===== config.mk =====
export PLATFORM = sky130hd
export DESIGN_NAME = cardinal_fetch_stage
export DESIGN_NICKNAME = d
export VERILOG_FILES = /design/src/rtl/cardinal_fetch_stage.sv
export SDC_FILE = /design/constraint.sdc
export NUM_CORES = 1
export LEC_CHECK = 0
export BUFFER_PORTS_ARGS = -buffer_cell sky130_fd_sc_hd__buf_2
export CORE_ASPECT_RATIO = 0.7
export CORE_MARGIN = 3
export CORE_UTILIZATION = 31
export CTS_CLUSTER_DIAMETER = 60
export DETAILED_ROUTE_END_ITERATION = 16
export GPL_TIMING_DRIVEN = 0
export PLACE_DENSITY = 0.59
export SLEW_MARGIN = 10
export SYNTH_ARGS = -nofsm -noshare
export SYNTH_HDL_FRONTEND = slang
export SYNTH_SLANG_ARGS = --single-unit

===== constraint.sdc =====
create_clock -name i_clk -period 5.18 [get_ports i_clk]
set_input_delay 0.777 -clock i_clk [delete_from_list [all_inputs] [get_ports i_clk]]
set_output_delay 0.777 -clock i_clk [all_outputs]
set_load 0.01 [all_outputs]

===== src/rtl/cardinal_fetch_stage.sv =====
// -----------------------------------------------------------------------------
// cardinal_fetch_stage
//   Instruction-fetch stage plus IF/ID pipeline register for the 4-stage
//   Cardinal core (IF, ID, EXMEM, WB). Owns the PC and drives a synchronous
//   instruction memory with 1-cycle read latency. A one-entry hold buffer
//   parks a returning fetch while IF/ID is stalled, so that no instruction
//   is lost or duplicated across stalls and branch flushes.
//
//   Instruction bit numbering is MSB-first: bit 0 is the MSB of the word.
//   So the opcode [0:5] is instr[INSTR_WIDTH-1 -: 6].
//
// Ports:
//   i_clk, i_reset        core clock, synchronous active-high reset
//   i_pc_stall            hold PC, issue no new fetch
//   i_IF_ID_stall         hold IF/ID register contents
//   i_branch_taken        ID resolved a taken branch this cycle
//   i_branch_target       redirect address, valid with i_branch_taken
//   o_imem_addr           instruction memory address (= PC register)
//   o_imem_en             fetch request this cycle
//   i_imem_data           read data for the address issued the previous cycle
//   o_IF_ID_instr         instruction in ID (all-zero is NOP)
//   o_IF_ID_pc            PC of o_IF_ID_instr
//   o_IF_ID_valid         o_IF_ID_instr is a real instruction
//   o_IF_ID_instr_type    opcode field [0:5]
//   o_IF_ID_reg1          [6:10] for beq/bneq (100010/100011), else [11:15]
//   o_IF_ID_reg2          [16:20]
//
// Optional feature (macro CARDINAL_FETCH_PERF_EN):
//   o_perf_stall_cycles   cycles with pc_stall | IF_ID_stall
//   o_perf_flushes        cycles with branch_taken
//   o_perf_fetches        cycles with imem_en
//   All three clear on reset and saturate at all-ones.
// -----------------------------------------------------------------------------
module cardinal_fetch_stage #(
    parameter int                  PC_WIDTH    = 32,
    parameter int                  INSTR_WIDTH = 32,
    parameter logic [PC_WIDTH-1:0] RESET_PC    = '0,
    parameter int                  PC_STEP     = 4
) (
    input  logic                   i_clk,
    input  logic                   i_reset,
    input  logic                   i_pc_stall,
    input  logic                   i_IF_ID_stall,
    input  logic                   i_branch_taken,
    input  logic [PC_WIDTH-1:0]    i_branch_target,
    output logic [PC_WIDTH-1:0]    o_imem_addr,
    output logic                   o_imem_en,
    input  logic [INSTR_WIDTH-1:0] i_imem_data,
    output logic [INSTR_WIDTH-1:0] o_IF_ID_instr,
    output logic [PC_WIDTH-1:0]    o_IF_ID_pc,
    output logic                   o_IF_ID_valid,
    output logic [5:0]             o_IF_ID_instr_type,
    output logic [4:0]             o_IF_ID_reg1,
`ifdef CARDINAL_FETCH_PERF_EN
    output logic [4:0]             o_IF_ID_reg2,
    output logic [31:0]            o_perf_stall_cycles,
    output logic [31:0]            o_perf_flushes,
    output logic [31:0]            o_perf_fetches
`else
    output logic [4:0]             o_IF_ID_reg2
`endif
);

    localparam int MSB = INSTR_WIDTH - 1;

    typedef enum logic [1:0] {
        S_IDLE = 2'd0,   // nothing in flight
        S_RUN  = 2'd1,   // one fetch in flight, data returns this cycle
        S_HELD = 2'd2    // returned data parked in the hold buffer
    } state_t;

    state_t                 r_state,        w_state_nxt;
    logic [PC_WIDTH-1:0]    r_pc,           w_pc_nxt;
    logic [PC_WIDTH-1:0]    r_tag,          w_tag_nxt;      // PC of in-flight fetch
    logic [INSTR_WIDTH-1:0] r_hold_instr,   w_hold_instr_nxt;
    logic [PC_WIDTH-1:0]    r_hold_pc,      w_hold_pc_nxt;
    logic [INSTR_WIDTH-1:0] r_ifid_instr,   w_ifid_instr_nxt;
    logic [PC_WIDTH-1:0]    r_ifid_pc,      w_ifid_pc_nxt;
    logic                   r_ifid_valid,   w_ifid_valid_nxt;
    logic                   w_imem_en;

    assign w_imem_en = !i_reset && !i_pc_stall && !i_IF_ID_stall && !i_branch_taken;

    // State register
    always_ff @(posedge i_clk) begin
        if (i_reset) begin
            r_state      <= S_IDLE;
            r_pc         <= RESET_PC;
            r_tag        <= '0;
            r_hold_instr <= '0;
            r_hold_pc    <= '0;
            r_ifid_instr <= '0;
            r_ifid_pc    <= '0;
            r_ifid_valid <= 1'b0;
        end else begin
            r_state      <= w_state_nxt;
            r_pc         <= w_pc_nxt;
            r_tag        <= w_tag_nxt;
            r_hold_instr <= w_hold_instr_nxt;
            r_hold_pc    <= w_hold_pc_nxt;
            r_ifid_instr <= w_ifid_instr_nxt;
            r_ifid_pc    <= w_ifid_pc_nxt;
            r_ifid_valid <= w_ifid_valid_nxt;
        end
    end

    // Next-state logic: branch > IF/ID stall > normal advance
    always_comb begin
        w_state_nxt      = r_state;
        w_pc_nxt         = r_pc;
        w_tag_nxt        = r_tag;
        w_hold_instr_nxt = r_hold_instr;
        w_hold_pc_nxt    = r_hold_pc;
        w_ifid_instr_nxt = r_ifid_instr;
        w_ifid_pc_nxt    = r_ifid_pc;
        w_ifid_valid_nxt = r_ifid_valid;

        if (i_branch_taken) begin
            // Redirect: drop whatever is in flight or parked, bubble into ID.
            w_pc_nxt         = i_branch_target;
            w_ifid_instr_nxt = '0;
            w_ifid_pc_nxt    = '0;
            w_ifid_valid_nxt = 1'b0;
            w_hold_instr_nxt = '0;
            w_hold_pc_nxt    = '0;
            w_state_nxt      = S_IDLE;
        end else if (i_IF_ID_stall) begin
            // IF/ID and PC hold. A returning fetch must be caught now or lost.
            // No fetch issues while stalled, so the single-entry buffer suffices.
            if (r_state == S_RUN) begin
                w_hold_instr_nxt = i_imem_data;
                w_hold_pc_nxt    = r_tag;
                w_state_nxt      = S_HELD;
            end
        end else begin
            case (r_state)
                S_HELD: begin
                    w_ifid_instr_nxt = r_hold_instr;
                    w_ifid_pc_nxt    = r_hold_pc;
                    w_ifid_valid_nxt = 1'b1;
                end
                S_RUN: begin
                    w_ifid_instr_nxt = i_imem_data;
                    w_ifid_pc_nxt    = r_tag;
                    w_ifid_valid_nxt = 1'b1;
                end
                default: begin
                    w_ifid_instr_nxt = '0;
                    w_ifid_pc_nxt    = '0;
                    w_ifid_valid_nxt = 1'b0;
                end
            endcase

            if (w_imem_en) begin
                w_pc_nxt    = r_pc + PC_WIDTH'(PC_STEP);   // wraps modulo 2^PC_WIDTH
                w_tag_nxt   = r_pc;
                w_state_nxt = S_RUN;
            end else begin
                w_state_nxt = S_IDLE;
            end
        end
    end

    // Outputs and hazard-field decode
    logic [5:0] w_opcode;
    logic       w_is_branch;

    assign w_opcode    = r_ifid_instr[MSB -: 6];
    assign w_is_branch = (w_opcode == 6'b100010) || (w_opcode == 6'b100011);

    assign o_imem_addr        = r_pc;
    assign o_imem_en          = w_imem_en;
    assign o_IF_ID_instr      = r_ifid_instr;
    assign o_IF_ID_pc         = r_ifid_pc;
    assign o_IF_ID_valid      = r_ifid_valid;
    assign o_IF_ID_instr_type = w_opcode;
    assign o_IF_ID_reg1       = w_is_branch ? r_ifid_instr[MSB-6 -: 5]
                                            : r_ifid_instr[MSB-11 -: 5];
    assign o_IF_ID_reg2       = r_ifid_instr[MSB-16 -: 5];

`ifdef CARDINAL_FETCH_PERF_EN
    logic [31:0] r_perf_stall, r_perf_flush, r_perf_fetch;

    always_ff @(posedge i_clk) begin
        if (i_reset) begin
            r_perf_stall <= '0;
            r_perf_flush <= '0;
            r_perf_fetch <= '0;
        end else begin
            if ((i_pc_stall || i_IF_ID_stall) && (r_perf_stall != '1))
                r_perf_stall <= r_perf_stall + 32'd1;
            if (i_branch_taken && (r_perf_flush != '1))
                r_perf_flush <= r_perf_flush + 32'd1;
            if (w_imem_en && (r_perf_fetch != '1))
                r_perf_fetch <= r_perf_fetch + 32'd1;
        end
    end

    assign o_perf_stall_cycles = r_perf_stall;
    assign o_perf_flushes      = r_perf_flush;
    assign o_perf_fetches      = r_perf_fetch;
`endif

endmodule


---- Word level (Yosys, flattened, before mapping) ----
Cells that the tools add are included.
word-level totals
  flip-flop bits (word level) ............. 195
  latch bits .............................. 0
  RAM bits ................................ 0
  ROM bits ................................ 0
  bits of input ports ..................... 69
  memories ................................ 0
cells by class
  $add $sub $neg .......................... 1
  multipliers ............................. 0
  divide/modulo/power cells ............... 0
  order comparisons ....................... 0
  eq/ne operators ......................... 6
  shifts and indexed selects .............. 0
  multiplexer cells ....................... 10
  bitwise operators ....................... 2
  reduce and logical (&&, ||, !) cells .... 14
operator list
  operator                                                                number
  32-bit one-hot mux with 2 select lines                                  2
  32-bit two-way mux                                                      3
  32-bit by 3-bit adder with 32-bit output (second input constant)        1
  6-bit equality test (second input constant)                             2
  5-bit two-way mux                                                       1
  1-bit logical NOT                                                       4
  2-bit two-way mux                                                       2
  2-bit by 1-bit != test with 1-bit output (second input constant)        2
  2-bit AND reduction                                                     2
  2-bit OR reduction                                                      2
  1-bit logical AND                                                       3
  3-bit AND reduction                                                     1
  2-bit by 1-bit equality test with 1-bit output (second input constant)  1
  2-bit equality test (second input constant)                             1
  1-bit two-way mux                                                       2
  1-bit NOT                                                               2
  2-bit nonzero test                                                      1
  1-bit logical OR                                                        1

---- Logic depth before layout (Yosys ltp) ----
Gate-level depths: netlist of the first run.
  depth in word-level cells ............... 7
  depth in mapped cells ................... 7
  depth with buffers taken out ............ 5

---- Worst setup path before layout of the first run ----
No wires, ideal clock.
  path kind ............................... input to output
  start point ............................. input port i_branch_taken
  end point ............................... output port o_imem_en
  arrival ................................. 1.989 ns
  slack ................................... 2.414 ns
  stages on the path ...................... 5
  path through ............................ buf_2 or4_1 buf_2 clkinv_1 clkbuf_1
between the ends
  word-level cells in the longest chain between the ends .. 2
ends and longest elaborated chain
  what               RTL line  RTL
  start, declared    44        input logic i_branch_taken,
  1-bit logical NOT  82        assign w_imem_en = !i_reset && !i_pc_stall && !i_IF_ID_stall && !i_branch_taken;
  1-bit logical AND  82
  end, declared      47        output logic o_imem_en,
No other way between the ends.

---- Final worst setup path of the first run ----
Same ends and word-level chain as after synthesis.

==> results_dict.tcl, run 1 <==
set metrics [dict create \
    post_cts_resized 0 \
    cts_hold_buf 0 \
    drive_gt1_share_pct 20.13 \
    initial_core_util_pct 31.67 \
    die_w_um 196.3 \
    cts_buffer_depth 2 \
    wl_mm 25.39 \
    viasPerCell 4.980 \
    rows 48 \
    ir_drop_mv 0.2431 \
    cts_tree "built" \
    path_clk_slew_ps 60 \
    crit_path_end_kind "output pin" \
    yosysTopAreaCell "dfxtp_1" \
    routabilityCongestion 0.9020 \
    worstPathMaxFanout 10 \
    synth_edf_count 0 \
    drc 0 \
    synth_warnings 0 \
    dieArea_um2 27320 \
    start_kind "primary input" \
    antenna_found_initial 0 \
    synth_top_flop_cell "dfxtp_1" \
    slew_headroom_pct 41.42 \
    required_ps 4400 \
    hpwl_mm 18.92 \
    hold_viol 0 \
    grt_pass1_vias 6950 \
    cellPowerDensity_nw_per_um2 313.0 \
    clock_skew_ps 12.33 \
    cap_violations 0 \
    area_growth_pct 24.11 \
    fin_tns_setup_ps 0 \
    io_pins 183 \
    rsz0062_at_grt "no" \
    clockRootBuffer "clkbuf_16" \
    p_leak_nw 3.544 \
    nFillCells 2567 \
    via_count 7535 \
    grt_start_max_net_pins 17 \
    clk-insertion-delay-late_ps 430 \
    synthTopCellsByArea "dfxtp_1 50%, nand2_1 13%, a21oi_1 6.6%" \
    final_cells 1513 \
    die_h_um 139.2 \
    post-cts-setup-buffers 0 \
    synth_top_area_share_pct 49.69 \
    crit_type "in -> out" \
    synth_nets 1046 \
    port_buffers 181 \
    drtAntennaViolNets 0 \
    syn_area_um2 7856 \
    avgSynthCellArea_um2 8.066 \
    fin_crit_ps 3199 \
    num-nets-final 1246 \
    clock_sinks 195 \
    synth_cells 974 \
    ys_types 45 \
    worstHoldPathType "reg -> reg" \
    wire_per_inst_um 16.78 \
    post-route-util_pct 39.31 \
    setup_viol 0 \
    worstReg2RegStart "o_imem_addr[7]" \
    outcome "finished clean" \
    fmax_mhz 312.6 \
    worstMarginPinSlew_ps 872.0 \
    dr.pass1.iters 4 \
    htreeDepth 4 \
    timing.final.max_slew_violations 0 \
    core_um2 24800 \
    crit_end "o_imem_en" \
    dp.cells 1480 \
    cts_buffers 17 \
    worstSetupStartpoint "i_branch_taken" \
    layout_common_cells "270 x nand2_1, 195 x dfxtp_1, 184 x buf_2, 103 x a21oi_1, 71 x o21ai_0" \
    r2r_cells 5 \
    arrival_ps 2420 \
    fin_crit_sh_pct 61.76 \
    grt_pass1_wl_mm 39.30 \
    ys_ff_latch 195 \
    async_flop_share_pct 0 \
    reg2reg_setup_slack_ps 2850 \
    r2r_end "o_imem_addr[23]" \
    worstHoldPathCells 2 \
    grt_usage_pct 18.19 \
    ys_seq_area_share_pct 49.69 \
    drtIter0Drc 541 \
    grt_overflow 0 \
    final_common_cell "nand2_1" \
]
==> Yosys cell counts (2+ instances only) <==
cell,n
a211oi_1,8
a21oi_1,103
a22oi_1,64
a311oi_1,12
a31o_2,2
a31oi_1,2
and2_1,3
and3_1,3
and4_1,2
buf_1,7
buf_2,3
buf_4,11
clkbuf_1,67
dfxtp_1,195
ha_1,3
inv_1,12
mux2_2,5
mux2i_1,2
nand2_1,270
nand3_1,12
nand4_1,13
nor2_1,31
nor3b_1,2
nor4_1,6
o211ai_1,3
o21ai_0,71
o21bai_1,2
o311ai_0,2
o31a_1,5
o31ai_1,6
or2_2,4
or3_1,11
or4_1,12
xnor2_1,4
xor2_1,6
==> cell type report <==
type	instances	area, um^2	share of cell area, %
antenna	1	2.502	0.02566
tap	325	406.6	4.170
sequential	195	3904	40.04
timing repair buffer	181	905.9	9.290
buffer	88	375.4	3.850
multi-input combinational	678	3528	36.19
inverter	13	48.80	0.5004
clock inverter	10	95.09	0.9752
clock buffer	22	484.2	4.966
==> kinds of logic (layout without fill, tap and decap cells) <==
kind of cell | count (synthesis) | count (layout) | synth area share [%]
multiplexers | 7 | 7 | 0.9715
AO/OA/AOI/OAI | 284 | 284 | 21.93
AND/OR/NAND/NOR | 374 | 374 | 20.42
XOR/XNOR | 10 | 10 | 1.115
adder cells (fa/ha/maj) | 3 | 3 | 0.4778
other | 0 | 1 | 0
flip-flops | 195 | 195 | 49.69
buffers and inverters | 101 | 314 | 5.399
==> metrics by stage <==
stage	setup slack (ps)	hold slack, ps	area, um^2	total power, W
finish	1981	436.2	9751	0.003052
global route	1874	449.7	9748	0.003167
CTS	1999	441.0	9748	0.003083
detailed placement	2018	431.4	9169	0.001771
global placement	2030	430.4	9169	0.001769
floorplan	2414	436.0	7856	0.001673
==> sequential cells by signal (all words and copies together) (netlist names) <==
name	flops
r_state	2
r_tag	32
o_IF_ID_pc	32
o_IF_ID_instr	32
o_imem_addr	32
r_hold_pc	32
o_IF_ID_valid	1
r_hold_instr	32
==> how the worst min path moves through the flow <==
stage	startpoint	to	slack, ps
after floorplan	r_hold_instr[0]	r_hold_instr[0]	440
after global placement	o_IF_ID_valid	o_IF_ID_valid	430
after detailed placement	o_IF_ID_valid	o_IF_ID_valid	430
after CTS	o_IF_ID_valid	o_IF_ID_valid	440
after global routing	o_IF_ID_valid	o_IF_ID_valid	450
final	o_IF_ID_valid	o_IF_ID_valid	440
==> power breakdown <==
group,internal (W),switching [W]
Sequential,0.00152,0.0000361
Combinational,0.0000660,0.000114
Clock,0.000720,0.000595
Total,0.00231,0.000745
==> critical path: stages <==
cell	delay [ps]
buf_2	170
or4_1	500
buf_2	200
clkinv_1	170
clkbuf_1	380
buf_2	220
==> metal layers <==
metal,part of all wire (%),wire length [um],global-route usage [%],vias to the layer above
met1,52,13240,27.98,3536
met4,1.1,288,4.387,0
met5,0,0,0,-
met3,5.5,1388,4.590,19
li1,-,-,-,3793
met2,41,10470,25.21,187
Power figures use the tool's default switching activity.
==> run 2: changes to the inputs <==
Settings changed: PLACE_DENSITY 0.59 to 0.61.
Clock period 5.18 ns to 2.7 ns, I/O delays scaled along.
==> results_dict.tcl, run 2 (synthesis results as in run 1) <==
set metrics [dict create \
    outcome "finished clean" \
    htreeDepth 4 \
    timing.final.max_slew_violations 0 \
    worstPathMaxFanout 10 \
    hold_viol 0 \
    power_frac_comb_pct 6.0 \
    grt_overflow 0 \
    cts_buffers 17 \
    p_int_w 0.004298 \
    fin_tns_setup_ps 0 \
    nFillCells 2643 \
    post-route-util_pct 39.21 \
    p_seq_share_pct 51.9 \
    required_ps 2300 \
    setup_ws_ps 246.3 \
    via_count 7611 \
    cpPeakStageDelay_ps 500 \
    clk-insertion-delay-late_ps 440 \
    clockRootBuffer "clkbuf_16" \
    dr.pass1.iters 5 \
    wl_mm 25.15 \
    post_cts_resized 0 \
    layout_common_cells "270 x nand2_1, 195 x dfxtp_1, 184 x buf_2, 103 x a21oi_1, 71 x o21ai_0" \
    cp.buffers_inverters 5 \
    final_common_cell "nand2_1" \
    fmax_mhz 407.5 \
    crit_type "in -> out" \
    fin_crit_ps 2454 \
    seq_area_um2 3904 \
    path_clk_slew_ps 80 \
    p_switching_w 0.001454 \
    setup_viol 0 \
    pre_cts_ws_ps 230.0 \
    grt_start_max_net_pins 18 \
    antenna_cells 0 \
    p_leak_nw 3.529 \
    drtAntennaViolNets 0 \
    cts_hold_buf 0 \
    clock_sinks 195 \
    critPathTopFamily "buffers and inverters" \
    io_pins 183 \
    multi_input_area_um2 3528 \
    dieArea_um2 27320 \
    grt_pass1_vias 7129 \
    drive_gt1_share_pct 20.05 \
    hpwl_mm 18.94 \
    grt_pass1_wl_mm 39.53 \
    wire_per_inst_um 16.63 \
    cellPowerDensity_nw_per_um2 591.5 \
    fin_crit_sh_pct 90.88 \
    area_growth_pct 23.78 \
    ir_drop_mv 0.4203 \
    drc 0 \
    core_um2 24800 \
    cts_buffer_depth 2 \
    antenna_found_initial 0 \
    worstHoldPathType "in -> reg" \
    start_kind "primary input" \
    cpMostUsedCell "buf_2" \
    cap_violations 0 \
    crit_slowest_cell "or4_1" \
    crit_path_end_kind "output pin" \
    num-nets-final 1246 \
    initial_core_util_pct 31.67 \
    die_h_um 139.2 \
    drtIter0Drc 554 \
    port_buffers 181 \
    arrival_ps 2050 \
    grt_usage_pct 18.16 \
    worstMarginPinSlew_ps 906.1 \
    clock_skew_ps 14.09 \
    rows 48 \
    post-cts-setup-buffers 0 \
    switching_share_pct 25.28 \
    slew_headroom_pct 39.13 \
    viasPerCell 5.034 \
    rsz0062_at_grt "no" \
    routabilityCongestion 0.8278 \
    cts_tree "built" \
    die_w_um 196.3 \
    p_clk_share_pct 42.1 \
    path_cells "buf_2, or4_1, buf_2, clkinv_1, clkbuf_1, buf_2" \
]
[run 2: stage by stage]
stage / hold WS, ps / power, W / cells / instance area (um^2)
3_5_place_dp: 435.3 / 0.003396 / 1480 / 9169
6_report: 210.5 / 0.005752 / 1512 / 9724
5_1_grt: 205.1 / 0.005991 / 1512 / 9724
3_3_place_gp: 431.1 / 0.003392 / 1480 / 9169
4_1_cts: 197.6 / 0.005824 / 1512 / 9724
2_1_floorplan: 436.0 / 0.003210 / 974 / 7856
[run 2: layout make-up]
type | instances | area share (%)
Buffer | 88 | 3.860
Clock inverter | 11 | 0.9779
Inverter | 13 | 0.5018
Timing Repair Buffer | 181 | 9.315
Clock buffer | 21 | 4.735
Sequential cell | 195 | 40.14
Tap cell | 325 | 4.182
Multi-Input combinational cell | 678 | 36.28
[run 2: metal layers]
metal / wire (um) / vias to the layer above / global-route usage [%]
met5: 0 / - / 0
met4: 124 / 0 / 2.962
met3: 1551 / 8 / 4.614
met2: 10760 / 206 / 26.56
met1: 12720 / 3618 / 27.33
li1: - / 3779 / -
[run 2: power groups by stage]
| stage | clock network [W] | registers, W | logic [W] |
|---|---|---|---|
| after floorplan | 0 | 0.00304 | 0.000165 |
| after global placement | 0 | 0.00305 | 0.000342 |
| after detailed placement | 0 | 0.00305 | 0.000345 |
| after CTS | 0.00249 | 0.00298 | 0.000346 |
| after global routing | 0.00262 | 0.00299 | 0.000382 |
| final | 0.00242 | 0.00299 | 0.000346 |
[run 2: worst paths after layout]
kind              startpoint          endpoint  slack [ps]  depth (start not counted)
min          i_imem_data[20]  r_hold_instr[20]         210                          3
max reg2reg   o_imem_addr[7]   o_imem_addr[17]         320                          5
max           i_branch_taken         o_imem_en         250                          6
min reg2reg    o_IF_ID_valid     o_IF_ID_valid         440                          2
[run 2: worst reg2reg max path, cell delays in order, from the launching register on]
cell,delay (ps)
dfxtp_1,480
and4_1,230
clkbuf_1,320
nand4_1,450
or4_1,550
a311oi_1,270
